**src/rtl/count_sum_monitor.sv**
```systemverilog
// Observer for the dual-counter sum: flags and counts wraps (sum decreasing), and raises a
// sticky alarm once q_in has stayed at or above thresh for HOLD consecutive samples.
module count_sum_monitor #(
  parameter int unsigned SIZE   = 10,
  parameter int unsigned HOLD   = 4,
  parameter int unsigned WRAP_W = 8
) (
  input  logic              clk,
  input  logic              rst,
  input  logic [SIZE-1:0]   q_in,
  input  logic [SIZE-1:0]   thresh,
  input  logic              clear,
  output logic              above,
  output logic              wrap_pulse,
  output logic [WRAP_W-1:0] wrap_cnt,
  output logic              alarm
);

  localparam int unsigned RUN_W = 8;
  localparam int unsigned CMP_W = RUN_W + 1;

  typedef enum logic [1:0] {IDLE, ARMING, ALARM} state_t;

  state_t           state_q, state_d;
  logic [RUN_W-1:0] run_q, run_d;
  logic [SIZE-1:0]  q_prev;
  logic             prev_valid;
  logic             hit_c;
  logic             wrap_c;
  logic             run_done_c;

  assign hit_c      = (q_in >= thresh);
  assign wrap_c     = prev_valid & (q_in < q_prev);
  assign run_done_c = ((CMP_W'(run_q) + CMP_W'(1)) == CMP_W'(HOLD));

  // Next-state / run-length logic; clear forces the FSM back to IDLE without looking at q_in.
  always_comb begin
    state_d = state_q;
    run_d   = run_q;
    if (clear) begin
      state_d = IDLE;
      run_d   = '0;
    end else begin
      case (state_q)
        IDLE: begin
          if (hit_c && (HOLD == 1)) begin
            state_d = ALARM;
            run_d   = RUN_W'(1);
          end else if (hit_c) begin
            state_d = ARMING;
            run_d   = RUN_W'(1);
          end else begin
            run_d   = '0;
          end
        end
        ARMING: begin
          if (hit_c && run_done_c) begin
            state_d = ALARM;
            run_d   = run_q + RUN_W'(1);
          end else if (hit_c) begin
            run_d   = run_q + RUN_W'(1);
          end else begin
            state_d = IDLE;
            run_d   = '0;
          end
        end
        ALARM: begin
          state_d = ALARM;
        end
        default: begin
          state_d = IDLE;
          run_d   = '0;
        end
      endcase
    end
  end

  // State register and registered outputs.
  always_ff @(posedge clk) begin
    if (rst) begin
      state_q    <= IDLE;
      run_q      <= '0;
      q_prev     <= '0;
      prev_valid <= 1'b0;
      above      <= 1'b0;
      wrap_pulse <= 1'b0;
      wrap_cnt   <= '0;
      alarm      <= 1'b0;
    end else begin
      state_q    <= state_d;
      run_q      <= run_d;
      alarm      <= (state_d == ALARM);
      q_prev     <= q_in;
      prev_valid <= 1'b1;
      above      <= hit_c;
      wrap_pulse <= wrap_c;
      // clear beats a simultaneous wrap for the count; the pulse itself still fires.
      if (clear) begin
        wrap_cnt <= '0;
      end else if (wrap_c && (wrap_cnt != {WRAP_W{1'b1}})) begin
        wrap_cnt <= wrap_cnt + WRAP_W'(1);
      end
    end
  end

endmodule

```
**config.mk**
```make
export PLATFORM = sky130hd
export DESIGN_NAME = count_sum_monitor
export DESIGN_NICKNAME = d
export VERILOG_FILES = /design/src/rtl/count_sum_monitor.sv
export SDC_FILE = /design/constraint.sdc
export NUM_CORES = 1
export LEC_CHECK = 0
export ABC_AREA = 1
export BUFFER_PORTS_ARGS = -buffer_cell sky130_fd_sc_hd__buf_4
export CAP_MARGIN = 5
export CORE_MARGIN = 2
export CORE_UTILIZATION = 56
export CTS_CLUSTER_DIAMETER = 120
export DETAILED_ROUTE_END_ITERATION = 6
export PLACE_DENSITY = 0.8
export SYNTH_ARGS = -nofsm -noshare
export SYNTH_HDL_FRONTEND = slang
export SYNTH_SLANG_ARGS = --single-unit
```
**constraint.sdc**
```tcl
create_clock -name clk -period 1.8 [get_ports clk]
set_clock_uncertainty 0.1 [all_clocks]
set_input_delay 0.27 -clock clk [delete_from_list [all_inputs] [get_ports clk]]
set_output_delay 0.27 -clock clk [all_outputs]
set_load 0.02 [all_outputs]
```
Yosys cells after proc, flatten, opt, wreduce, memory -nomap -nowiden
Index checks and enable logic that the tools add are counted.
{"block": "totals", "out_inout_bits": 11, "reg_bits": 32, "word_cells": 33}
{"block": "classes", "n_reduce_logical": 4, "bitwise_logic": 1, "addsub": 3, "eq_ne": 5, "order_cmp": 2, "n_mux": 10}
{"operator": "case mux 8 bit (3 select lines)", "count": 1}
{"operator": "adder 8 x 1 -> 8 bit, second input constant", "count": 2}
{"operator": "2-to-1 mux 8 bit", "count": 2}
{"operator": "greater-or-equal comparator 10 bit", "count": 1}
{"operator": "< comparator 10 bit", "count": 1}
{"operator": "adder 8 x 1 -> 9 bit, second input constant", "count": 1}
{"operator": "equality test 9 x 3 -> 1 bit, second input constant", "count": 1}
{"operator": "2-to-1 mux 2 bit", "count": 4}
{"operator": "!= test 8 bit, second input constant", "count": 1}
{"operator": "case mux 2 bit (3 select lines)", "count": 1}
{"operator": "equality test 2 bit, second input constant", "count": 2}
{"operator": "equality test 2 x 1 -> 1 bit, second input constant", "count": 1}
{"operator": "logical AND 1 bit", "count": 2}
{"operator": "logical NOT 2 bit", "count": 1}
{"operator": "2-to-1 mux 1 bit", "count": 2}
{"operator": "OR reduction 2 bit", "count": 1}
{"operator": "bitwise AND 1 bit", "count": 1}

Longest topological paths before layout
Gate-level depths: netlist of the first run.
{"block": "depth", "ltp_word": 7, "ltp_mapped": 12}

Worst setup path before layout of the first run
OpenSTA, ideal clock, no wires.
{"block": "synth_path", "path_type": "reg2reg", "start": "register q_prev[9]", "end": "register wrap_cnt[6]", "t_required_ns": 1.585, "arrival_time_ns": 1.370, "path_buffers": 1, "path_stages_with_launch": 10, "slack_ns": 0.214, "path_cell_list": "dfxtp_1 inv_1 ha_1 nand2_1 nor2_2 nand3_1 and2_1 buf_6 a31oi_1 nor2_1"}
{"block": "synth_via", "elab_chain_cells": 3}
{"element": "start: declaration", "line": "26", "source": "logic [SIZE-1:0] q_prev;"}
{"element": "start signal: assignment", "line": "93", "source": "q_prev <= q_in;"}
{"element": "< comparator 10 bit", "line": "33", "source": "assign wrap_c = prev_valid & (q_in < q_prev);"}
{"element": "bitwise AND 1 bit", "line": "33"}
{"element": "logical AND 1 bit", "line": "100", "source": "end else if (wrap_c && (wrap_cnt != {WRAP_W{1'b1}})) begin"}
{"element": "end signal: assignment", "line": "101", "source": "wrap_cnt <= wrap_cnt + WRAP_W'(1);"}
{"element": "end: declaration", "line": "15", "source": "output logic [WRAP_W-1:0] wrap_cnt,"}
No other way between the ends.
A chain may end at the register's enable or synchronous reset.

Worst setup path in the final report of the first run
{"block": "layout_path", "start": "register q_prev[9]", "end": "register wrap_cnt[1]"}
The elaborated chain is that of the path after synthesis.

==> results by group, run 1 <==
Clocking
  – CTS Hold Bufs: 0
  – Root Buffer: clkbuf_4
  – CTS Buf Count: 5
  – Clk slew on worst S/H paths: 0.10 ns
  – Cts repair resizes: 0
  – H-Tree Depth: 2
  – Clk sink count: 32
  – CTS max path bufs: 2
  – CTS tree: yes
  – Skew-Pair Late Insertion Delay: 0.34 ns
  – Post-CTS Setup Inserts: 0

GRT
  – First-pass GRT wire length: 6.84 mm
  – GRT overflow: 0
  – Total global-route track usage: 0.213
  – Largest net degree at the start of global routing: 17
  – Initial antenna violation count: 0
  – Number of global-route vias before repair: 1707

Finish
  – Final core utilization: 0.704
  – Antenna Cells: 0
  – Layout cell share with drive strength beyond 1: 0.202
  – P&R area growth vs syn: 20.0%
  – Nets: 365

Pwr
  – Switching Fraction: 0.270
  – Int Pwr: 1020 uW
  – Clk network pwr share: 0.312
  – Total Power: 1400 uW
  – P per Cell Area: 590 mW/mm2
  – Reg power frac: 0.527
  – Logic pwr share: 0.162
  – Maximum VDD drop: 0.421 mV
  – Pleak: 0.00117 uW
  – Switch Pwr: 377 uW

Detailed routing
  – Initial DRT Pass Iterations: 4
  – Routed len/inst: 10.3 um
  – Vias: 1777
  – Via density: 4.83
  – Routed WL: 3.78 mm
  – Post-route ant nets: 0
  – Post-route DRC: 0
  – Initial DRC count: 59

Die
  – Initial core utilization: 0.587
  – Die width: 63.4 um
  – IO Pins: 34
  – Die H: 63.4 um
  – Die area: 0.00401 mm2
  – Row count: 21
  – Core area: 0.00336 mm2

Hold path
  – Hold path start: q_in[8]
  – Worst Hold Class: input pin to flip-flop

Worst setup path
  – Worst setup EP type: flip-flop
  – Critical path fanouts, max: 4
  – Crit path kind: flip-flop to flip-flop
  – Worst EP required: 1.97 ns
  – WP data arrival: 1.80 ns
  – Critical Path Source: q_prev[9]
  – Worst r2r src: q_prev[9]
  – Worst Setup Start Kind: flip-flop

Run
  – Count of max-cap constraint violations: 0

STA
  – Crit path time final: 1.62 ns
  – Tightest Pin Transition: 0.590 ns
  – Final Hold Vio Count: 0
  – Fmax: 617 MHz
  – Slew headroom: 0.607
  – Final setup fails: 0
  – RSZ-0062 raised after global routing: false
  – Setup TNS: 0 ns
  – Crit share post-route: 0.900
  – Count of pins over their slew limit: 0

Logic synthesis
  – Post-synth EDFFs: 0
  – Register area share after synthesis: 0.325
  – Avg Inst Size Synth: 7.05 um2
  – Mapped Cells: 280
  – Mapped cell area: 0.00197 mm2
  – Yosys cell types: 28
  – Asr flop ratio synth: 0
  – Synth Flop Type: dfxtp_1
  – #FFs+latches synth: 32
  – Yosys warns: 0
  – Syn_nets: 324

Placed design
  – Post-DP HPWL: 2.89 mm
  – Buffers on Ports: 33
  – Gpl congestion: 0.838

Outcome
  – Status: completed
==> cells by family (layout without fill, tap and decap cells) <==
family,Yosys count,in the layout,synth area share
fa+ha+maj,21,21,0.133
buf+inv,63,104,0.124
compound gates,25,25,0.0729
xor+xnor,6,6,0.0266
flops,32,32,0.325
simple gates,133,134,0.318
==> cell type report <==
type | count | area [um2]
clock buffer | 8 | 58.8
fill | 306 | 996
inverter | 60 | 225
multi-input combinational | 186 | 1110
sequential | 32 | 641
tap | 46 | 57.6
timing repair buffer | 36 | 270
==> cells in the mapped netlist (2+ instances only) <==
cell type	number	area [um2]
a21oi_1	16	80.1
a21oi_2	4	35.0
dfxtp_1	32	641
ha_1	21	263
inv_1	59	221
nand2_1	71	267
nand2_2	3	18.8
nand3_1	6	30.0
nand3_2	2	20.0
nand3b_1	2	15.0
nand4_1	11	68.8
nand4_4	2	42.5
nor2_1	27	101
nor2_2	4	25.0
nor3_1	2	10.0
o21ai_1	2	10.0
xor2_1	5	43.8
==> sequential cells by signal, summed over array words and instances (netlist names) <==
name,cells
above,1
alarm,1
prev_valid,1
q_prev,10
run_q,8
state_q,2
wrap_cnt,8
wrap_pulse,1
==> worst max-delay path: stages (launching register included) <==
cell     delay [ns]
dfxtp_1        0.32
inv_1          0.04
ha_1           0.29
nand2_2        0.08
nor2_4         0.13
nand3_1        0.10
buf_4          0.16
nand4_2        0.13
nand2_1        0.08
a21oi_2        0.13
==> stage by stage <==
step | cell area (um2) | hold WS (ns) | std cells | setup slack [ns]
final | 2370 | 0.0469 | 368 | 0.179
after detailed placement | 2280 | 0.379 | 359 | 0.0105
after CTS | 2340 | 0.0543 | 367 | 0.0881
after floorplan | 1970 | 0.241 | 280 | 0.214
after global routing | 2370 | 0.0554 | 368 | 0.0353
after global placement | 2280 | 0.368 | 359 | 0.0352
==> path summary, 6_finish.rpt <==
path | endpoint | slack [ns] | cells after the start
worst max-delay path | wrap_cnt[1] | 0.18 | 9
worst min-delay path | q_prev[8] | 0.05 | 3
worst max register to register | wrap_cnt[1] | 0.18 | 9
worst min register to register | run_q[0] | 0.39 | 2
==> routing by layer <==
layer | GRT usage | wire [um] | up-vias
li1 | - | - | 956
met2 | 0.375 | 1750 | 28
met5 | 0 | 0 | -
met3 | 0.0554 | 160 | 7
met4 | 0.0815 | 64 | 0
met1 | 0.246 | 1800 | 786
==> power groups by stage <==
stage	combinational (uW)	sequential (uW)	clock (uW)
finish	226	736	435
global route	265	738	465
CTS	221	736	439
detailed placement	220	752	0
global placement	214	752	0
floorplan	134	756	0
==> cells in the final DEF, fill, tap and decap left out, types with 2 or more instances in the layout <==
| master | n |
|---|---|
| buf_4 | 36 |
| nor3_1 | 2 |
| nand3_2 | 2 |
| nand3b_1 | 2 |
| a21oi_1 | 16 |
| nor2_1 | 26 |
| nand4_4 | 2 |
| nor2_2 | 4 |
| a21oi_2 | 4 |
| clkbuf_4 | 5 |
| ha_1 | 21 |
| nand4_1 | 11 |
| nor2_4 | 2 |
| nand2_2 | 4 |
| dfxtp_1 | 32 |
| inv_1 | 59 |
| nand2_1 | 70 |
| nand3_1 | 6 |
| xor2_1 | 5 |
| clkbuf_1 | 2 |
No activity file was read; power rests on OpenSTA's default activity.
==> inputs of run 2 (changes only) <==
--- a/config.mk
+++ b/config.mk
@@ -5,14 +5,13 @@
 export SDC_FILE = /design/constraint.sdc
 export NUM_CORES = 1
 export LEC_CHECK = 0
-export ABC_AREA = 1
 export BUFFER_PORTS_ARGS = -buffer_cell sky130_fd_sc_hd__buf_4
 export CAP_MARGIN = 5
 export CORE_MARGIN = 2
-export CORE_UTILIZATION = 56
+export CORE_UTILIZATION = 54
 export CTS_CLUSTER_DIAMETER = 120
 export DETAILED_ROUTE_END_ITERATION = 6
-export PLACE_DENSITY = 0.8
+export PLACE_DENSITY = 0.78
 export SYNTH_ARGS = -nofsm -noshare
 export SYNTH_HDL_FRONTEND = slang
 export SYNTH_SLANG_ARGS = --single-unit
==> run 2 against run 1 <==
  * The flow now finishes with violations (negative setup slack)
  * Sequential cell count unchanged
  * Die area down 8.5%
  * Worst setup slack worse by 0.39 ns
  * Routed wire length up 5.6%
  * Cell count down 19%
  * Clock power up 25%
  * Design area up 3.9%
  * Sequential power about the same
  * Register-to-register slack worse by 0.39 ns
  * Maximum frequency down 19%
  * Core utilization up 10 points
  * Synthesized cell count down 31%
  * Critical path type unchanged
==> results by group, run 2 <==
Clocking
  – Skew-Pair Late Insertion Delay: 0.33 ns (about the same)
  – CTS tree: yes
  – Clk sink count: 32 (unchanged)
  – CTS Buf Count: 5 (unchanged)
  – H-Tree Depth: 2 (unchanged)
  – CTS Hold Bufs: 0 (unchanged)
  – Root Buffer: clkbuf_4
  – Clk slew on worst S/H paths: 0.11 ns (about the same)
  – CTS max path bufs: 2 (unchanged)

Pwr
  – Maximum VDD drop: 0.447 mV (+6.1%)
  – Pleak: 0.00105 uW (-9.7%)
  – Int Pwr: 1180 uW (+16%)
  – Switching Fraction: 0.256 (-0.0142)
  – Clk network pwr share: 0.341 (+0.029)
  – Reg power frac: 0.463 (-0.064)
  – Switch Pwr: 406 uW (+7.8%)
  – P per Cell Area: 647 mW/mm2 (+9.5%)
  – Logic pwr share: 0.196 (+0.034)

Finish
  – Commonest non-fill, non-tap cell in the layout: buf_4
  – Nets: 298 (-18%)
  – Layout cell share with drive strength beyond 1: 0.388 (+0.186)
  – Biggest regs: q_prev: 10 flops, run_q: 8 flops, wrap_cnt: 8 flops
  – Largest register by flop count: q_prev
  – Antenna Cells: 0 (unchanged)
  – Max reg flops: 10 (unchanged)
  – Fillers: 198 (-35%)
  – Commonest cells after routing, fill and taps aside: buf_4, dfxtp_1, inv_1, nor2_1, ha_1
  – P&R area growth vs syn: 42.2%

Worst setup path
  – Slowest stage delay, CP: 0.41 ns (+0.09 ns)
  – RR Endpoint: wrap_cnt[7]
  – Worst r2r src: q_prev[7]
  – Critical path fanouts, max: 5 (+1)
  – Crit path capture: wrap_cnt[7]
  – WP data arrival: 2.19 ns (+0.39 ns)
  – WP buf/inv: 1 (-1)
  – Reg2reg setup slack: -0.21 ns (-0.39 ns)
  – Crit path kind: flip-flop to flip-flop
  – Worst setup EP type: flip-flop
  – CP max stage cell: or4_4
  – Critical path depth in cells: 8 (-1)
  – Worst r2r path cells: 8 (-1)
  – Largest delay share family, worst path: simple AND/OR/NAND/NOR gates
  – Critical Path Source: q_prev[7]
  – Worst EP required: 1.98 ns (about the same)
  – CP cell instances: inv_1 > ha_4 > a211oi_2 > nor2_1 > nor4b_4 > nand2_4 > or4_4 > a21oi_1
  – Worst Setup Start Kind: flip-flop

Logic synthesis
  – Most instantiated library cell after synthesis: dfxtp_1
  – #FFs+latches synth: 32 (unchanged)
  – Mapped Cells: 193 (-31%)
  – Yosys top cell area share: 0.370 (+0.0455)
  – Yosys cell types: 37 (+32%)
  – Synth area leader: dfxtp_1
  – Post-synth EDFFs: 0 (unchanged)
  – Register area share after synthesis: 0.370 (+0.0455)
  – Synth Flop Type: dfxtp_1
  – Synth cell count leaders: dfxtp_1, inv_1, ha_1
  – Avg Inst Size Synth: 8.97 um2 (+27%)
  – Mapped cell area: 0.00173 mm2 (-12%)
  – Top post-synthesis cells by area: dfxtp_1, ha_1, inv_1
  – Yosys warns: 0 (unchanged)
  – Syn_nets: 237 (-27%)
  – Asr flop ratio synth: 0 (unchanged)

Detailed routing
  – Routed WL: 3.99 mm (+5.6%)
  – Via density: 5.34 (+11%)
  – Vias: 1598 (-10%)
  – Post-route DRC: 0 (unchanged)
  – Initial DRC count: 101 (+71%)
  – Post-route ant nets: 0 (unchanged)
  – Routed len/inst: 13.4 um (+30%)
  – Initial DRT Pass Iterations: 4 (unchanged)

GRT
  – First-pass GRT wire length: 6.53 mm (-4.4%)
  – Total global-route track usage: 0.238 (+0.0249)
  – Initial antenna violation count: 0 (unchanged)
  – GRT overflow: 0 (unchanged)
  – Largest net degree at the start of global routing: 14 (-3)
  – Number of global-route vias before repair: 1539 (-9.8%)

STA
  – Count of pins over their slew limit: 0 (unchanged)
  – Setup TNS: -1.17 ns (-1.17 ns)
  – Slew headroom: 0.795 (+0.189)
  – Setup WS post-layout: -0.212 ns (-0.392 ns)
  – Worst Hold Margin: 0.0809 ns (+0.0340 ns)
  – Crit path time final: 2.01 ns (+0.392 ns)
  – RSZ-0062 raised after global routing: true
  – Final Hold Vio Count: 0 (unchanged)
  – Crit share post-route: 1.12 (+0.218)
  – Final setup fails: 9 (+9)
  – Tightest Pin Transition: 0.303 ns (-0.287 ns)
  – Fmax: 497 MHz (-19%)

Die
  – Row count: 20 (-4.8%)
  – Die H: 60.6 um (-4.3%)
  – IO Pins: 34 (unchanged)
  – Die width: 60.6 um (-4.3%)
  – Initial core utilization: 0.567 (-0.0199)
  – Core area: 0.00305 mm2 (-9.2%)
  – Die area: 0.00367 mm2 (-8.5%)

Placed design
  – Buffers on Ports: 33 (unchanged)
  – Post-DP HPWL: 2.99 mm (+3.5%)
  – Gpl congestion: 0.818 (-2.4%)

Outcome
  – Status: finished, violations left
  – Failing checks: negative setup slack

Hold path
  – Worst Hold Class: input pin to flip-flop

Run
  – Count of max-cap constraint violations: 0 (unchanged)
==> run 2: cell types whose count changed after synthesis, sizes merged, moves of 4 or more <==
cell,previous run,this run
a211oi,0,6
a21oi,20,5
and3,0,5
inv,60,23
nand2,74,12
nand3,8,12
nand4,13,3
nor2,32,15
nor2b,0,9
o21ai,3,9
o21bai,0,4
==> run 2: how the worst min path moves through the flow <==
| stage | from | endpoint | cells past startpoint |
|---|---|---|---|
| 3_5_place_dp | run_q[1] | run_q[1] | 2 |
| 6_report | q_in[0] | q_prev[0] | 3 |
| 4_1_cts | q_in[2] | q_prev[2] | 2 |
| 2_1_floorplan | rst | prev_valid | 1 |
| 3_3_place_gp | run_q[1] | run_q[1] | 2 |
| 5_1_grt | q_in[2] | q_prev[2] | 2 |
==> run 2: cell families after synthesis <==
family | count (synthesis) | share of synthesized area
and+or+nand+nor | 73 | 0.234
buffers and inverters | 25 | 0.0542
xor gates and xnor gates | 6 | 0.0304
DFF | 32 | 0.370
muxes | 1 | 0.00578
AOI/OAI and AO/OA | 35 | 0.153
adders and majority gates | 21 | 0.152
==> run 2: worst min-delay path, cell delays in order <==
cell and delay [ns]:
buf_4 0.08, inv_1 0.04, nor2_1 0.08
==> run 2: cell type report <==
class	instances	area, um2	share of cell area
Tap cell	44	55.1	0.0224
Clock inverter	2	35.0	0.0142
Sequential cell	32	642	0.261
Timing Repair Buffer	56	424	0.172
Clock buffer	6	41.3	0.0168
Multi-Input combinational cell	136	1170	0.477
Inverter	23	88.8	0.0361
==> run 2: timing repair <==
action | in CTS | in global routing
setup endpoints to repair | 9 | 13
gates resized for setup | 8 | 12
cloned | 0 | 0
pin swaps | 7 | 14
buffers inserted | 3 | 2
==> run 2: power by group through the flow <==
stage | Clock, uW | Combinational (uW) | Sequential [uW]
floorplan | 0 | 142 | 757
global route | 576 | 343 | 738
global placement | 0 | 255 | 752
CTS | 545 | 290 | 736
detailed placement | 0 | 271 | 752
finish | 543 | 311 | 736
==> run 2: metal layers <==
metal,share of wire,GRT usage,wire length [um],vias up
met3,0.053,0.0725,211,9
met2,0.50,0.407,2010,49
li1,-,-,-,795
met4,0.015,0.0870,61,0
met1,0.43,0.281,1710,745
met5,0,0,0,-
==> run 2: through the flow <==
step	util	power, uW	worst slack [ns]	instances	cell area (um2)
after floorplan	-	899	-0.157	193	1810
after global placement	0.736	1010	-0.302	287	2250
after detailed placement	0.736	1020	-0.334	287	2250
after CTS	0.782	1570	-0.179	298	2390
after global routing	0.806	1660	-0.303	299	2460
final	0.806	1590	-0.212	299	2460
